$ cat src/rtl/rf_access_arbiter_pkg.sv
// Shared definitions for the register-file write-port arbiter: FSM states,
// the hard-wired zero register index and the default starvation limit.
package rf_access_arbiter_pkg;

  localparam int unsigned ARB_DATA_W           = 32;
  localparam int unsigned ARB_ADDR_W           = 5;
  localparam int unsigned ARB_CNT_W            = 3;
  localparam int unsigned ARB_STARVE_LIMIT_DEF = 4;

  localparam logic [ARB_ADDR_W-1:0] REG_ZERO = 5'd0;

  typedef enum logic [1:0] {
    ARB_IDLE  = 2'd0,
    ARB_SERVE = 2'd1,
    ARB_STALL = 2'd2,
    ARB_ACK   = 2'd3
  } arb_state_e;

endpackage

$ cat src/rtl/rf_arb_starve_cnt.sv
// Saturating counter of CPU-won cycles while a debug write waits; limit_hit_c
// flags the cycle whose increment reaches LIMIT.
module rf_arb_starve_cnt #(
  parameter int unsigned CNT_W = 3,
  parameter int unsigned LIMIT = 4
) (
  input  logic clock,
  input  logic reset,
  input  logic clear,
  input  logic inc,
  output logic limit_hit_c
);

  localparam logic [CNT_W-1:0] LIMIT_V = CNT_W'(LIMIT);

  logic [CNT_W-1:0] cnt_q;
  logic [CNT_W-1:0] cnt_d;

  always_comb begin
    cnt_d = cnt_q;
    if (clear) begin
      cnt_d = '0;
    end else if (inc && (cnt_q != LIMIT_V)) begin
      cnt_d = cnt_q + CNT_W'(1);
    end
  end

  assign limit_hit_c = inc && (cnt_d == LIMIT_V);

  always_ff @(posedge clock) begin
    if (reset) begin
      cnt_q <= '0;
    end else begin
      cnt_q <= cnt_d;
    end
  end

endmodule

$ cat src/rtl/rf_access_arbiter.sv
// Shares the register-file write port between CPU writeback and a debug
// requester; CPU wins, but a starved debug write eventually forces a stall.
module rf_access_arbiter
  import rf_access_arbiter_pkg::*;
#(
  parameter int unsigned DATA_W       = ARB_DATA_W,
  parameter int unsigned ADDR_W       = ARB_ADDR_W,
  parameter int unsigned STARVE_LIMIT = ARB_STARVE_LIMIT_DEF,
  parameter int unsigned CNT_W        = ARB_CNT_W
) (
  input  logic              clock,
  input  logic              reset,
  input  logic              cpu_we,
  input  logic [ADDR_W-1:0] cpu_waddr,
  input  logic [DATA_W-1:0] cpu_wdata,
  output logic              cpu_stall,
  input  logic              dbg_req,
  input  logic              dbg_we,
  input  logic [ADDR_W-1:0] dbg_addr,
  input  logic [DATA_W-1:0] dbg_wdata,
  output logic [DATA_W-1:0] dbg_rdata,
  output logic              dbg_ack,
  output logic              rf_we,
  output logic [ADDR_W-1:0] rf_waddr,
  output logic [DATA_W-1:0] rf_wdata,
  output logic [ADDR_W-1:0] rf_dbg_raddr,
  input  logic [DATA_W-1:0] rf_dbg_rdata
);

  localparam logic [ADDR_W-1:0] ZERO_IDX = ADDR_W'(REG_ZERO);

  arb_state_e        state_q, state_d;
  logic              req_we_q, req_we_d;
  logic [ADDR_W-1:0] req_addr_q, req_addr_d;
  logic [DATA_W-1:0] req_wdata_q, req_wdata_d;
  logic [DATA_W-1:0] rdata_q, rdata_d;

  logic              cnt_clear;
  logic              cnt_inc;
  logic              limit_hit_c;
  logic              dbg_sel;
  logic              sel_we;
  logic [ADDR_W-1:0] sel_addr;
  logic [DATA_W-1:0] sel_data;

  rf_arb_starve_cnt #(
    .CNT_W (CNT_W),
    .LIMIT (STARVE_LIMIT)
  ) u_starve_cnt (
    .clock       (clock),
    .reset       (reset),
    .clear       (cnt_clear),
    .inc         (cnt_inc),
    .limit_hit_c (limit_hit_c)
  );

  // Next-state, request latch, read capture and write-port select
  always_comb begin
    state_d     = state_q;
    req_we_d    = req_we_q;
    req_addr_d  = req_addr_q;
    req_wdata_d = req_wdata_q;
    rdata_d     = rdata_q;
    cnt_clear   = 1'b0;
    cnt_inc     = 1'b0;
    dbg_sel     = 1'b0;

    unique case (state_q)
      ARB_IDLE: begin
        if (dbg_req) begin
          req_we_d    = dbg_we;
          req_addr_d  = dbg_addr;
          req_wdata_d = dbg_wdata;
          cnt_clear   = 1'b1;
          state_d     = ARB_SERVE;
        end
      end
      ARB_SERVE: begin
        if (!req_we_q) begin
          // Same-cycle CPU write to the read target is forwarded
          if (req_addr_q == ZERO_IDX) begin
            rdata_d = '0;
          end else if (cpu_we && (cpu_waddr == req_addr_q)) begin
            rdata_d = cpu_wdata;
          end else begin
            rdata_d = rf_dbg_rdata;
          end
          state_d = ARB_ACK;
        end else if (!cpu_we) begin
          dbg_sel = 1'b1;
          state_d = ARB_ACK;
        end else begin
          cnt_inc = 1'b1;
          if (limit_hit_c) begin
            state_d = ARB_STALL;
          end
        end
      end
      ARB_STALL: begin
        dbg_sel = 1'b1;
        state_d = ARB_ACK;
      end
      ARB_ACK: begin
        state_d = ARB_IDLE;
      end
      default: begin
        state_d = ARB_IDLE;
      end
    endcase

    if (dbg_sel) begin
      sel_we   = 1'b1;
      sel_addr = req_addr_q;
      sel_data = req_wdata_q;
    end else begin
      sel_we   = cpu_we;
      sel_addr = cpu_waddr;
      sel_data = cpu_wdata;
    end
  end

  assign rf_we        = sel_we && (sel_addr != ZERO_IDX);
  assign rf_waddr     = sel_addr;
  assign rf_wdata     = sel_data;
  assign rf_dbg_raddr = req_addr_q;
  assign dbg_rdata    = rdata_q;
  assign cpu_stall    = (state_q == ARB_STALL);
  assign dbg_ack      = (state_q == ARB_ACK);

  always_ff @(posedge clock) begin
    if (reset) begin
      state_q     <= ARB_IDLE;
      req_we_q    <= 1'b0;
      req_addr_q  <= '0;
      req_wdata_q <= '0;
      rdata_q     <= '0;
    end else begin
      state_q     <= state_d;
      req_we_q    <= req_we_d;
      req_addr_q  <= req_addr_d;
      req_wdata_q <= req_wdata_d;
      rdata_q     <= rdata_d;
    end
  end

endmodule

$ cat config.mk
export PLATFORM = sky130hd
export DESIGN_NAME = rf_access_arbiter
export DESIGN_NICKNAME = d
export VERILOG_FILES = /design/src/rtl/rf_access_arbiter_pkg.sv /design/src/rtl/rf_arb_starve_cnt.sv /design/src/rtl/rf_access_arbiter.sv
export SDC_FILE = /design/constraint.sdc
export NUM_CORES = 1
export LEC_CHECK = 0
export ABC_AREA = 0
export BUFFER_PORTS_ARGS = -buffer_cell sky130_fd_sc_hd__buf_2
export CORE_MARGIN = 3
export CORE_UTILIZATION = 50
export CTS_CLUSTER_SIZE = 20
export DETAILED_ROUTE_END_ITERATION = 10
export PLACE_DENSITY = 0.91
export SLEW_MARGIN = 20
export SYNTH_ARGS = -nofsm -noshare
export SYNTH_HDL_FRONTEND = slang
export SYNTH_SLANG_ARGS = --single-unit
$ cat constraint.sdc
create_clock -name clock -period 4.7 [get_ports clock]
set_input_delay 0.235 -clock clock [delete_from_list [all_inputs] [get_ports clock]]
set_output_delay 0.235 -clock clock [all_outputs]
set_load 0.05 [all_outputs]
==> reports/summary.txt, run 1 <==
Area growth syn-to-layout -> 29.9%
Kind of critical path -> reg -> out
Fin Setup TNS -> 0 ns
Core Box Area -> 7370 sq um
WP data required -> 4.47 ns
Final Setup Violations -> 0
Avg Cell Area, Syn -> 8.58 sq um
WL final -> 12.2 mm
H-tree Lvls -> 3
# IOs -> 188
Power Density -> 486 nW/um^2
1st-pass router iterations -> 4
Worst setup SP type -> flip-flop
ANT nets after route -> 0
Sequential fraction of the synthesis area -> 38.9%
Maxcap violations -> 0
Flops & latches, synth -> 75
Post-synthesis cell type count -> 41
First-pass GRT wire length -> 18.6 mm
Clock latency on the worst-skew pair -> 0.33 ns
Clock sinks -> 75
Power Total -> 0.00243 W
Crit path DAT -> 2.68 ns
DP Wirelength -> 8.91 mm
Clk slew on worst S/H paths -> 0.08 ns
TritonCTS clock tree -> done
CP Cell Sequence -> inv_1 -> ha_1 -> and3b_1 -> o21ai_4 -> buf_16 -> mux2_2 -> buf_2
Crit-path slowest cell -> o21ai_4
Worst Tran Pin Value -> 0.963 ns
Number of synthesized flops with an enable pin -> 0
CTS max path bufs -> 2
Routed len/inst -> 16.9 um
TritonCTS buffer count -> 9
Worst clock skew -> 0.00928 ns
Top_reg_cell synth -> dfxtp_1
Min cycle time layout -> 2.91 ns
Largest net degree at the start of global routing -> 46
Vias -> 4057
Fmax -> 344 MHz
YS warnings -> 0
Worst hold path type -> in -> reg
Status -> finished, final reports clean
Buf/Inv on CP -> 3
CP Capture Type -> output port
Die area -> 8810 sq um
Final net count -> 735
Initial Util -> 52.4%
Slew Viols, Final -> 0
Worst path max stage delay -> 0.53 ns
Final hold vios -> 0
Unrepaired setup endpoints after global routing -> false
Crit-path max FO -> 22
Antenna cells -> 0
Mapped cell area -> 3860 sq um
DRC Markers -> 0
# hold bufs at CTS -> 0
GP Congestion -> 0.856
Clk root buf -> clkbuf_8
Die height -> 93.9 um
Final period utilization -> 61.9%
Layout cell share with drive strength beyond 1 -> 45.3%
Postcts setup bufs -> 0
Final-layout fill cell count -> 601
Vias in the first global route -> 3877
Port-buffer cells -> 187
Syn Inst Count -> 450
Leak -> 2.36 nW
Via density -> 5.63
Syn Nets -> 568
Ys async rst share -> 0%
Die X -> 93.9 um
Initial antenna violation count -> 0
GRT Total Usage -> 26.4%
GR Overflow Total -> 0
VDD IR max -> 0.216 mV
Slew headroom -> 35.8%
Cell family with the largest share of critical-path delay -> buffers and inverters
Detailed router's first-iteration violation count -> 141
CTS resizes -> 0
# rows -> 31
synthesized netlist by cell type (2+ instances only):
cell	count	area share, %
nand2_1	146	14
buf_4	3	0.58
ha_1	7	2.3
dfxtp_1	75	39
a21oi_1	40	5.2
buf_2	4	0.52
xnor2_1	2	0.45
clkbuf_1	23	2.2
nand4_1	32	5.2
xor2_1	5	1.1
buf_1	2	0.19
inv_1	7	0.68
and2_1	3	0.49
o211ai_1	4	0.78
mux2_2	36	10
o211ai_2	28	9.1
buf_6	6	1.7
nor3_1	4	0.52
worst paths after layout:
| check | from | endpoint | slack (ns) | cells past startpoint |
|---|---|---|---|---|
| min | dbg_wdata[12] | req_wdata_q[12] | 0.13 | 3 |
| max | state_q[1] | rf_wdata[7] | 1.79 | 7 |
| min reg2reg | req_wdata_q[29] | req_wdata_q[29] | 0.46 | 2 |
| max reg2reg | rf_dbg_raddr[2] | dbg_rdata[28] | 2.17 | 5 |
registers in the layout, indices dropped and copies added, names as in the netlist:
name / count
rf_dbg_raddr: 5
state_q: 2
req_we_q: 1
dbg_rdata: 32
u_starve_cnt.cnt_q: 3
req_wdata_q: 32
final cells by class:
cell class	count	area (sq um)	share of cell area (%)
sequential	75	1500	29.9
inverter	7	26.3	0.524
clock buffer	10	138	2.74
clock inverter	6	65.1	1.30
timing repair buffer	194	1010	20.1
multi-input combinational	330	2150	42.9
tap	99	124	2.47
where the power goes:
group	switching (W)	total (W)	internal [W]
clock network	0.000238	0.000498	0.000260
logic	0.000811	0.00113	0.000316
registers	0.0000680	0.000809	0.000741
placed cells by master, fill, tap and decap left out, types with 2 or more instances in the layout:
master    Yosys  final
a21oi_1      40     40
ha_1          7      7
o211ai_1      4      4
inv_1         7      7
nand4_1      32     32
clkinv_4      0      2
clkinv_2      0      2
nor3_1        4      4
buf_2         4    187
buf_4         3      6
dfxtp_1      75     75
clkbuf_8      0     10
and2_1        3      2
nand2_1     146    146
xor2_1        5      5
xnor2_1       2      2
mux2_2       36     36
o211ai_2     28     28
kinds of logic after synthesis:
kind of cell | synth area share [%]
xor gates and xnor gates | 1.59
and+or+nand+nor | 22.5
adders and majority gates | 2.27
DFF | 38.9
AOI/OAI and AO/OA | 18.0
muxes | 10.8
buffers and inverters | 5.96
routing by layer:
layer	up-vias	share of wire, %	track usage (%)
met2	201	51	48.4
met5	-	0	0
li1	1909	-	-
met4	0	2.6	10.2
met3	37	7.6	4.01
met1	1910	39	30.6
per-stage QoR:
| step | setup WS, ns | utilization (%) | instance area [sq um] | instances | hold slack [ns] |
|---|---|---|---|---|---|
| after CTS | 1.79 | 68.0 | 5010 | 721 | 0.117 |
| final | 1.79 | 68.0 | 5010 | 721 | 0.129 |
| after detailed placement | 2.15 | 65.3 | 4810 | 705 | 0.444 |
| after global routing | 1.70 | 68.0 | 5010 | 721 | 0.119 |
| after global placement | 2.06 | 64.9 | 4780 | 704 | 0.439 |
| after floorplan | 1.99 | - | 3860 | 450 | 0.371 |
worst reg2reg max path: cells and delay by family (launching register included):
family                    cells  cell delay (ns)
AOI/OAI and AO/OA             1             0.25
xor gates and xnor gates      1             0.20
buffers and inverters         1             0.39
DFF                           1             0.35
and+or+nand+nor               2             1.18
Power figures use the tool's default switching activity.
==> inputs of run 2 (changes only) <==
- ABC_AREA: 0 -> 1
- CORE_UTILIZATION: 50 -> 47
- PLACE_DENSITY: 0.91 -> 0.86
- clock period: 4.7 -> 2.8 ns (I/O delays scaled with it)
==> reports/summary.txt, run 2 <==
Status -> finished, final reports clean
Flops & latches, synth -> 75
Synth top area cells -> dfxtp_1 38%, nand2_1 12%, o21ai_0 9.4%, nor2_1 8.0%, inv_1 7.9%
Buf/Inv on CP -> 4
Slew Viols, Final -> 0
GP Congestion -> 0.942
Crit-path max FO -> 24
# IOs -> 188
Post-synthesis cell type count -> 26
# rows -> 32
ANT nets after route -> 0
Port-buffer cells -> 187
Cell family with the largest share of critical-path delay -> buffers and inverters
Routed len/inst -> 14.0 um
Leak -> 2.64 nW
Core Box Area -> 7930 sq um
Final period utilization -> 93.9%
Final Setup Violations -> 0
CTS max path bufs -> 2
Vias -> 4609
H-tree Lvls -> 3
Final-layout fill cell count -> 737
Cell taking the most area after synthesis -> dfxtp_1
Synth cell count leaders -> 126 x nand2_1, 84 x nor2_1, 83 x inv_1
TritonCTS buffer count -> 9
Die X -> 97.5 um
Clock latency on the worst-skew pair -> 0.33 ns
Syn Inst Count -> 611
Worst Tran Pin Value -> 1.09 ns
Maxcap violations -> 0
Worst clock skew -> 0.0110 ns
GR Overflow Total -> 0
Layout cell share with drive strength beyond 1 -> 27.9%
Largest net degree at the start of global routing -> 37
First-pass GRT wire length -> 19.9 mm
Worst path max stage delay -> 0.44 ns
Final net count -> 897
Clk slew on worst S/H paths -> 0.08 ns
Syn Nets -> 729
Area growth syn-to-layout -> 30.5%
Initial antenna violation count -> 0
Initial Util -> 49.6%
Detailed router's first-iteration violation count -> 205
YS warnings -> 0
CP Capture Type -> output port
Antenna cells -> 0
Mapped cell area -> 3940 sq um
Number of synthesized flops with an enable pin -> 0
Post-synth top area share -> 38.2%
Final hold vios -> 0
TritonCTS clock tree -> done
Crit-path slowest cell -> dfxtp_1
Crit path DAT -> 2.49 ns
# hold bufs at CTS -> 0
Worst setup SP type -> flip-flop
Die area -> 9510 sq um
Kind of critical path -> reg -> out
Most common cell after layout, fill and taps aside -> buf_2
Worst hold path type -> in -> reg
GRT Total Usage -> 24.9%
Vias in the first global route -> 4417
Unrepaired setup endpoints after global routing -> false
Power Density -> 1010 nW/um^2
Power Total -> 0.00516 W
Slew headroom -> 27.4%
Dpl ws -> 0.532 ns
Cell with the most instances after synthesis -> nand2_1
Ys async rst share -> 0%
DP Wirelength -> 9.05 mm
Min cycle time layout -> 2.63 ns
Die height -> 97.5 um
Sequential fraction of the synthesis area -> 38.2%
WP data required -> 2.66 ns
Final core utilization -> 64.8%
Avg Cell Area, Syn -> 6.44 sq um
WL final -> 12.4 mm
1st-pass router iterations -> 5
Clock sinks -> 75
Via density -> 5.20
Fmax -> 380 MHz
CP Cell Sequence -> inv_1 -> ha_1 -> o21bai_1 -> nand2_1 -> clkinv_4 -> buf_4 -> o21ai_0 -> buf_2
DRC Markers -> 0
Most frequent cells in the layout -> 185 x buf_2, 126 x nand2_1, 82 x inv_1, 82 x nor2_1, 75 x dfxtp_1
Top_reg_cell synth -> dfxtp_1
Final Worst Setup Slack -> 0.171 ns
Clk root buf -> clkbuf_8
VDD IR max -> 0.442 mV
run 2: cell count changes in the layout (fill, tap and decap cells not counted), sizes merged, moves of 32 or more:
cell	change
inv	+77
mux2	-36
nand3	+39
nor2	+83
o211ai	-32
o21ai	+72
run 2: layer usage:
layer | share of wire [%] | GRT usage (%)
met1 | 40 | 28.5
met2 | 50 | 44.5
met3 | 8.1 | 5.60
met4 | 2.2 | 10.2
met5 | 0 | 0
run 2: where the power goes:
part | internal [W] | leakage [nW] | total [W] | switching, W
registers | 0.00134 | 0.615 | 0.00151 | 0.000166
clock network | 0.000528 | 0.111 | 0.000907 | 0.000379
logic | 0.000671 | 1.91 | 0.00275 | 0.00208
total | 0.00254 | 2.64 | 0.00516 | 0.00262
run 2: path summary, 6_finish.rpt:
path	end	depth (start not counted)	startpoint	slack (ns)
setup reg to reg	dbg_rdata[8]	7	state_q[1]	0.73
hold reg to reg	dbg_rdata[14]	2	dbg_rdata[14]	0.47
setup / recovery	rf_wdata[20]	8	state_q[0]	0.17
hold / removal	req_wdata_q[15]	3	dbg_wdata[15]	0.06
run 2: through the flow:
stage | hold WS, ns | instance area, sq um | setup TNS (ns) | cells
floorplan | 0.307 | 3940 | -3.02 | 611
global placement | 0.392 | 4910 | 0 | 870
detailed placement | 0.396 | 4910 | 0 | 870
CTS | 0.0446 | 5120 | 0 | 886
global route | 0.0534 | 5130 | 0 | 886
finish | 0.0576 | 5130 | 0 | 886
run 2: timing repair:
action                     CTS  global route
setup endpoints to repair    0            27
gates resized for setup      0             4
buffers inserted             0             0
run 2: kinds of logic after synthesis:
kind of cell / Yosys count / synth area share (%)
adders and majority gates: 7 / 2.23
buffers and inverters: 126 / 13.1
xor gates and xnor gates: 1 / 0.223
DFF: 75 / 38.2
AOI/OAI and AO/OA: 119 / 15.9
and+or+nand+nor: 283 / 30.5
run 2: tightest hold or removal path, delay by kind of cell:
| kind | cells | cell delay (ns) |
|---|---|---|
| simple gates | 1 | 0.07 |
| compound gates | 1 | 0.07 |
| buf+inv | 1 | 0.07 |
run 2: cell type report:
cell class | instances | area [sq um] | share of cell area (%)
Inverter | 86 | 328 | 6.38
Tap cell | 102 | 128 | 2.49
Timing Repair Buffer | 197 | 1030 | 20.0
Multi-Input combinational cell | 410 | 1930 | 37.6
Clock inverter | 4 | 73.8 | 1.44
Sequential cell | 75 | 1500 | 29.2
Clock buffer | 12 | 145 | 2.83
